File: config.mk
export PLATFORM = sky130hd
export DESIGN_NAME = cic_interp_m256_n1_iw13
export DESIGN_NICKNAME = d
export VERILOG_FILES = /design/src/rtl/cic_interp_m256_n1_iw13.sv
export SDC_FILE = /design/constraint.sdc
export NUM_CORES = 1
export LEC_CHECK = 0
export ABC_AREA = 1
export CORE_MARGIN = 1
export CORE_UTILIZATION = 35
export DETAILED_ROUTE_END_ITERATION = 8
export MAX_ROUTING_LAYER = met4
export PLACE_DENSITY = 0.65
export SLEW_MARGIN = 20
export SYNTH_ARGS = -nofsm -noshare
export SYNTH_HDL_FRONTEND = slang
export SYNTH_SLANG_ARGS = --single-unit
File: constraint.sdc
create_clock -name clk -period 2.5 [get_ports clk]
set_input_delay 0.625 -clock clk [delete_from_list [all_inputs] [get_ports clk]]
set_output_delay 0.625 -clock clk [all_outputs]
set_load 0.03 [all_outputs]
File: src/rtl/cic_interp_m256_n1_iw13.sv
// cic_interp_m256_n1_iw13
// First-order CIC interpolator with a run-time rate of 1..256.
// Signal path: comb at the input rate, zero-stuff by R, integrator at the
// output rate. Net gain is 1, so each input appears R times at the output.
// Optional build macro: CIC_INTERP_TLAST_EN adds m_axis_tlast, which marks
// the final output phase of each input sample.
module cic_interp_m256_n1_iw13 (
  input  logic               clk,
  input  logic               sync_reset,
  input  logic [8:0]         msetting,
  input  logic               s_axis_tvalid,
  input  logic signed [12:0] s_axis_tdata,
  output logic               s_axis_tready,
  output logic               m_axis_tvalid,
  output logic signed [12:0] m_axis_tdata,
`ifdef CIC_INTERP_TLAST_EN
  input  logic               m_axis_tready,
  output logic               m_axis_tlast
`else
  input  logic               m_axis_tready
`endif
);

  typedef enum logic {
    IDLE = 1'b0,
    RUN  = 1'b1
  } state_t;

  state_t             state;
  logic [8:0]         phase;
  logic [8:0]         r_q;
  logic [8:0]         r_next;
  logic signed [12:0] x_prev;
  logic signed [13:0] acc;
  logic signed [13:0] diff;
  logic               last_phase;
  logic               out_xfer;
  logic               in_accept;

  // A rate setting of zero behaves as rate one.
  assign r_next     = (msetting == 9'd0) ? 9'd1 : msetting;
  assign last_phase = (phase == (r_q - 9'd1));
  assign out_xfer   = m_axis_tvalid & m_axis_tready;

  // A new sample is taken when idle, or when the last phase of the current
  // sample leaves in this same cycle, so bursts chain without a gap.
  assign s_axis_tready = ~sync_reset & ((state == IDLE) | (last_phase & m_axis_tready));
  assign in_accept     = s_axis_tvalid & s_axis_tready;

  // Comb stage in 14-bit signed arithmetic.
  assign diff = {s_axis_tdata[12], s_axis_tdata} - {x_prev[12], x_prev};

  // Integrator output; the zero-stuffed phases add nothing, so acc holds.
  assign m_axis_tdata = acc[12:0];

  // Comb history and integrator, both advancing only when a sample is taken.
  always_ff @(posedge clk) begin
    if (sync_reset) begin
      x_prev <= '0;
      acc    <= '0;
    end else if (in_accept) begin
      x_prev <= s_axis_tdata;
      acc    <= acc + diff;
    end
  end

  // Burst sequencer: tracks the output phase and the rate latched per sample.
  always_ff @(posedge clk) begin
    if (sync_reset) begin
      state         <= IDLE;
      phase         <= '0;
      r_q           <= 9'd1;
      m_axis_tvalid <= 1'b0;
    end else if (in_accept) begin
      state         <= RUN;
      phase         <= '0;
      r_q           <= r_next;
      m_axis_tvalid <= 1'b1;
    end else if (out_xfer) begin
      if (last_phase) begin
        state         <= IDLE;
        phase         <= '0;
        m_axis_tvalid <= 1'b0;
      end else begin
        phase <= phase + 9'd1;
      end
    end
  end

`ifdef CIC_INTERP_TLAST_EN
  // Last-phase marker, registered alongside the phase it describes.
  always_ff @(posedge clk) begin
    if (sync_reset) begin
      m_axis_tlast <= 1'b0;
    end else if (in_accept) begin
      m_axis_tlast <= (r_next == 9'd1);
    end else if (out_xfer) begin
      if (last_phase) begin
        m_axis_tlast <= 1'b0;
      end else begin
        m_axis_tlast <= ((phase + 9'd1) == (r_q - 9'd1));
      end
    end
  end
`endif

endmodule
[Word level (Yosys, flattened, before mapping)]
Index checks and enable logic that the tools add are counted.
Cells by class
  bitwise gates (word level): 7
  multipliers: 0
  equality and inequality tests: 1
  reductions and logical operators: 5
  $lt $le $gt $ge: 0
  shift-type cells: 0
  div/mod/pow operators: 0
  muxes and demuxes: 5
  add/sub/neg operators: 4
Operators with widths (number)
  $mux W9: 2
  $add A14 B14 Y14: 1
  $sub A13 B13 Y14: 1
  $add A9 B1 Y9 const B: 1
  $eq A9 B9 Y1: 1
  $logic_not A9 Y1: 1
  $sub A9 B1 Y9 const B: 1
  $and A1 B1 Y1: 4
  $reduce_bool A2 Y1: 2
  $mux W1: 3
  $not A1 Y1: 2
  $reduce_and A2 Y1: 1
  $reduce_or A2 Y1: 1
  $or A1 B1 Y1: 1
Word-level totals
  bits in registers: 46
  memories: 0
  logic and storage cells: 27
  bits in writable memories: 0
  input bits: 26
  output and inout bits: 15
  latch bits: 0
  ROM bits: 0

[Depth between registers and ports, before layout]
  word-level depth: 8
  depth in mapped cells: 17
  mapped depth without buffers: 16

[Worst setup path before layout]
Ideal clock, no wire load.
  path kind: input -> register
  start point: input port s_axis_tdata[2]
  end point: register acc[11]
  path buffers: 0
  setup slack: -0.068 ns
  arrival: 2.459 ns
  cell stages on the path: 13
  data required time: 2.391 ns
  setup time: 0.109 ns
  path through: inv_1 -> fa_1 -> inv_1 -> ha_1 -> a21oi_1 -> nand2_1 -> nand4_1 -> nand3_1 -> a21oi_1 -> xor2_1 -> nand3_1 -> nand2_1 -> inv_1
Between the ends
  word-level cells in the longest chain between the ends: 2
Ends and longest elaborated chain
  from (decl): line 12  | input logic signed [12:0] s_axis_tdata,
  $sub A13 B13 Y14: line 51  | assign diff = {s_axis_tdata[12], s_axis_tdata} - {x_prev[12], x_prev};
  $add A14 B14 Y14: line 63  | acc <= acc + diff;
  to (signal assigned): line 63
  to (decl): line 34  | logic signed [13:0] acc;
Every way passes these cells.
A chain may end at the register's enable or synchronous reset.

[Final worst setup path]
  start point: register r_q[1]
  end point: output port s_axis_tready
Between the ends
  word-level cells in the longest chain between the ends: 5
Ends and longest elaborated chain
  from (decl): line 31  | logic [8:0] r_q;
  from (signal assigned): line 77  | r_q <= r_next;
  $sub A9 B1 Y9: line 42  | assign last_phase = (phase == (r_q - 9'd1));
  $eq A9 B9 Y1: line 42
  $and A1 B1 Y1: line 47  | assign s_axis_tready = ~sync_reset & ((state == IDLE) | (last_phase & m_axis_tready));
  $or A1 B1 Y1: line 47
  $and A1 B1 Y1: line 47
  to (decl): line 13  | output logic s_axis_tready,
Every way passes these cells.

==> reports/metrics.csv <==
stage,metric,value,unit
run_status,status,"finished, violations left",
run_status,violations,negative setup slack,
timing,tightestPinTransition,413.1,ps
grt,grt_util_met1,23.62,%
placement,dp_hpwl,5775,µm
synthesis,synth_top_area_share,29.13,%
synthesis,synth.net_count,503,
finish,multiInputGateArea,0.002161,mm²
pwr,power_switching,1.870,mW
hold_path,holdPathEnd,x_prev[0],
placement,placed_area,0.003834,mm²
synthesis,synth.avg_cell_area,6.873,µm²
finish,stdcell_area,0.004422,mm²
grt,use_met3,2.844,%
floorplan,fp.coreArea,0.008382,mm²
pwr,seqPwrFrac,20.4,%
finish,layout.nets,582,
critical_path,worstReg2RegEnd,acc[12],
timing,worst_slew_margin_rel,72.20,%
floorplan,dieArea,0.009217,mm²
hold_path,whs_path_depth,2,
synthesis,yosys.area.top_type,dfxtp_1,
grt,grt_antenna_before_repair,0,
placement,io_buffers,40,
finish,seqCellArea,903.4,µm²
placement,globalplace.congestion,0.8756,
grt,grt_pass1_vias,3149,
synthesis,yosys-top-cells-count,"nand2_1 (91), inv_1 (84), nand3_1 (63)",
timing,finalSetupViolations,1,
floorplan,chipWidth,96.01,µm
detailed_routing,vias,3123,
clock_network,cts.sinks,45,
pwr,power,4.419,mW
pwr,clockPowerShare,15.1,%
detailed_routing,first_pass_iters,4,
timing,rsz0062_at_grt,true,
finish,drive_above_1_share,25.47,%
timing,finalHoldViolCount,0,
synthesis,netlist_area,0.003093,mm²
timing,period_share,104.9,%
critical_path,critPathArrivalTime,2000,ps
synthesis,ys_seq_area_share,29.13,%
critical_path,crit_type,flip-flop to primary output,
critical_path,required,1880,ps
detailed_routing,wl_per_cell,13.85,µm
timing,layout_setup_ws,-123.2,ps
pwr,power.internal,2.549,mW
critical_path,endpoint_kind,primary output,
hold_path,hold_start,x_prev[0],
detailed_routing,ant_nets,0,
flow_run,drv_cap,0,
grt,grt_overflow,0,
hold_path,hp-class,flip-flop to flip-flop,
critical_path,r2r_slack,120,ps
timing,fin_skew,10.93,ps
pwr,p_leak,2.057,nW
finish,fillers,753,
synthesis,syn_inst,450,
pwr,p_comb_share,64.5,%
floorplan,core.rowCount,33,
clock_network,clk_pin_slew_worst_paths,100,ps
timing,fin_tns_setup,-123.2,ps
clock_network,htreeDepth,2,
clock_network,clk_path_buf_depth,2,
grt,grt_first_pass_wirelength,13850,µm
synthesis,yosysWarnings,0,
critical_path,critPathLaunchType,flip-flop,
clock_network,numCtsBuffers,5,
clock_network,tritoncts,done,
clock_network,clk_latency,300,ps
clock_network,hold_buffers,0,
grt,busiest_layer,met2,
finish,utilization,52.75,%
critical_path,ff2ff_path_depth,11,
pwr,ir_drop,0.6768,mV
finish,syn_to_final_growth,42.96,%
detailed_routing,drc_errors,0,
clock_network,clock-root-buffer,clkbuf_8,
synthesis,ys_top_cells_by_area,"dfxtp_1 (29%), nand2_1 (11%), nand3_1 (10%)",
grt,grt_max_degree,48,
timing,fin_crit,2623,ps
synthesis,async_flop_share,0,%
synthesis,synth_edf_count,0,
floorplan,io_pins,41,
grt,grtUsageTotal,19.66,%
floorplan,die_height,96.01,µm
detailed_routing,drtIter0Drc,168,
grt,use_met2,33.69,%
synthesis,yosysMostFrequentCell,nand2_1,
timing,fmax,381.2,MHz
detailed_routing,drt_wl_total,8796,µm
timing,slew_violations,0,
pwr,switching_share,42.31,%
pwr,power_density,999.3,mW/mm²
detailed_routing,drt-vias-per-instance,4.918,
synthesis,synth-seq-cells,45,
finish,diodes,0,
synthesis,synth_cell_types,28,
synthesis,synthFlopType,dfxtp_1,
floorplan,initial_utilization,36.90,%
critical_path,r2r_start,acc[9],
critical_path,crit_path_max_fanout,3,
==> metrics by stage <==
| stage | cells | setup slack (ps) | hold slack, ps |
|---|---|---|---|
| finish | 635 | -123.2 | 479.6 |
| detailed placement | 615 | -733.4 | 466.2 |
| global route | 635 | -282.8 | 516.6 |
| CTS | 629 | -150.3 | 480.0 |
| global placement | 615 | -605.5 | 457.5 |
| floorplan | 450 | 2.403 | 447.1 |
==> cell usage in the layout, fill, tap and decap left out, types with 10 or more instances in the layout <==
cell and n:
buf_4 38, nand3_1 60, nor2_1 28, dfxtp_1 43
ha_4 12, clkdlybuf4s50_1 30, o21ai_1 21, inv_2 24
nand2_1 81, xor2_1 15, fa_1 10, inv_1 62
==> power groups by stage <==
stage	Clock, mW	Sequential [mW]	Combinational, mW
floorplan	0	1.03	1.17
global placement	0	0.913	1.93
detailed placement	0	0.915	1.98
CTS	0.675	0.901	2.55
global route	0.701	0.913	3.09
finish	0.665	0.904	2.85
==> state kept, by name (all words and copies together), names as in the netlist <==
| name | flops |
|---|---|
| phase | 9 |
| r_q | 9 |
| x_prev | 13 |
| acc | 13 |
| state | 1 |
==> worst max path at each step <==
stage / slack [ps] / end / start / cells past startpoint
6_report: -120 / s_axis_tready / r_q[1] / 11
4_1_cts: -150 / s_axis_tready / r_q[1] / 13
3_3_place_gp: -610 / acc[12] / s_axis_tdata[3] / 12
3_5_place_dp: -730 / acc[12] / s_axis_tdata[3] / 12
2_1_floorplan: 2 / acc[12] / s_axis_tdata[3] / 11
5_1_grt: -280 / s_axis_tready / r_q[1] / 13
==> repair_timing <==
item,CTS,global route
gates cloned,0,3
setup endpoints to repair,10,21
buffers inserted,6,3
resized for setup,73,25
pin swaps,44,15
==> critical path, cell delays in order (launching register included) <==
cell and delay (ps):
dfxtp_2 330, inv_2 60, buf_4 110, nand2_1 40, nor2_1 140, nand2_1 100
xor2_1 210, inv_1 80, nor2_2 130, nand3_2 150, a21oi_4 190, buf_6 150
==> per-layer routing <==
layer | vias to the layer above | wire length, µm
met4 | 0 | 168
met2 | 84 | 4394
met5 | - | 0
met3 | 16 | 523
met1 | 1448 | 3710
li1 | 1575 | -
==> cell families (layout without fill, tap and decap cells) <==
group / after synthesis / in the layout / share of synthesized area [%]
AO/OA/AOI/OAI: 47 / 47 / 8.010
XOR/XNOR: 26 / 26 / 7.362
adder cells (fa/ha/maj): 27 / 27 / 13.83
buffers and inverters: 98 / 177 / 12.46
flip-flops: 45 / 45 / 29.13
AND/OR/NAND/NOR: 207 / 208 / 29.21
==> cell type report <==
cell class                 count  share of cell area (%)
inverter                      87                   7.499
timing repair buffer          82                   17.20
tap                          105                   2.971
sequential                    45                   20.43
clock inverter                 3                   1.471
multi-input combinational    308                   48.87
clock buffer                   5                   1.556
No activity file was read; power rests on OpenSTA's default activity.
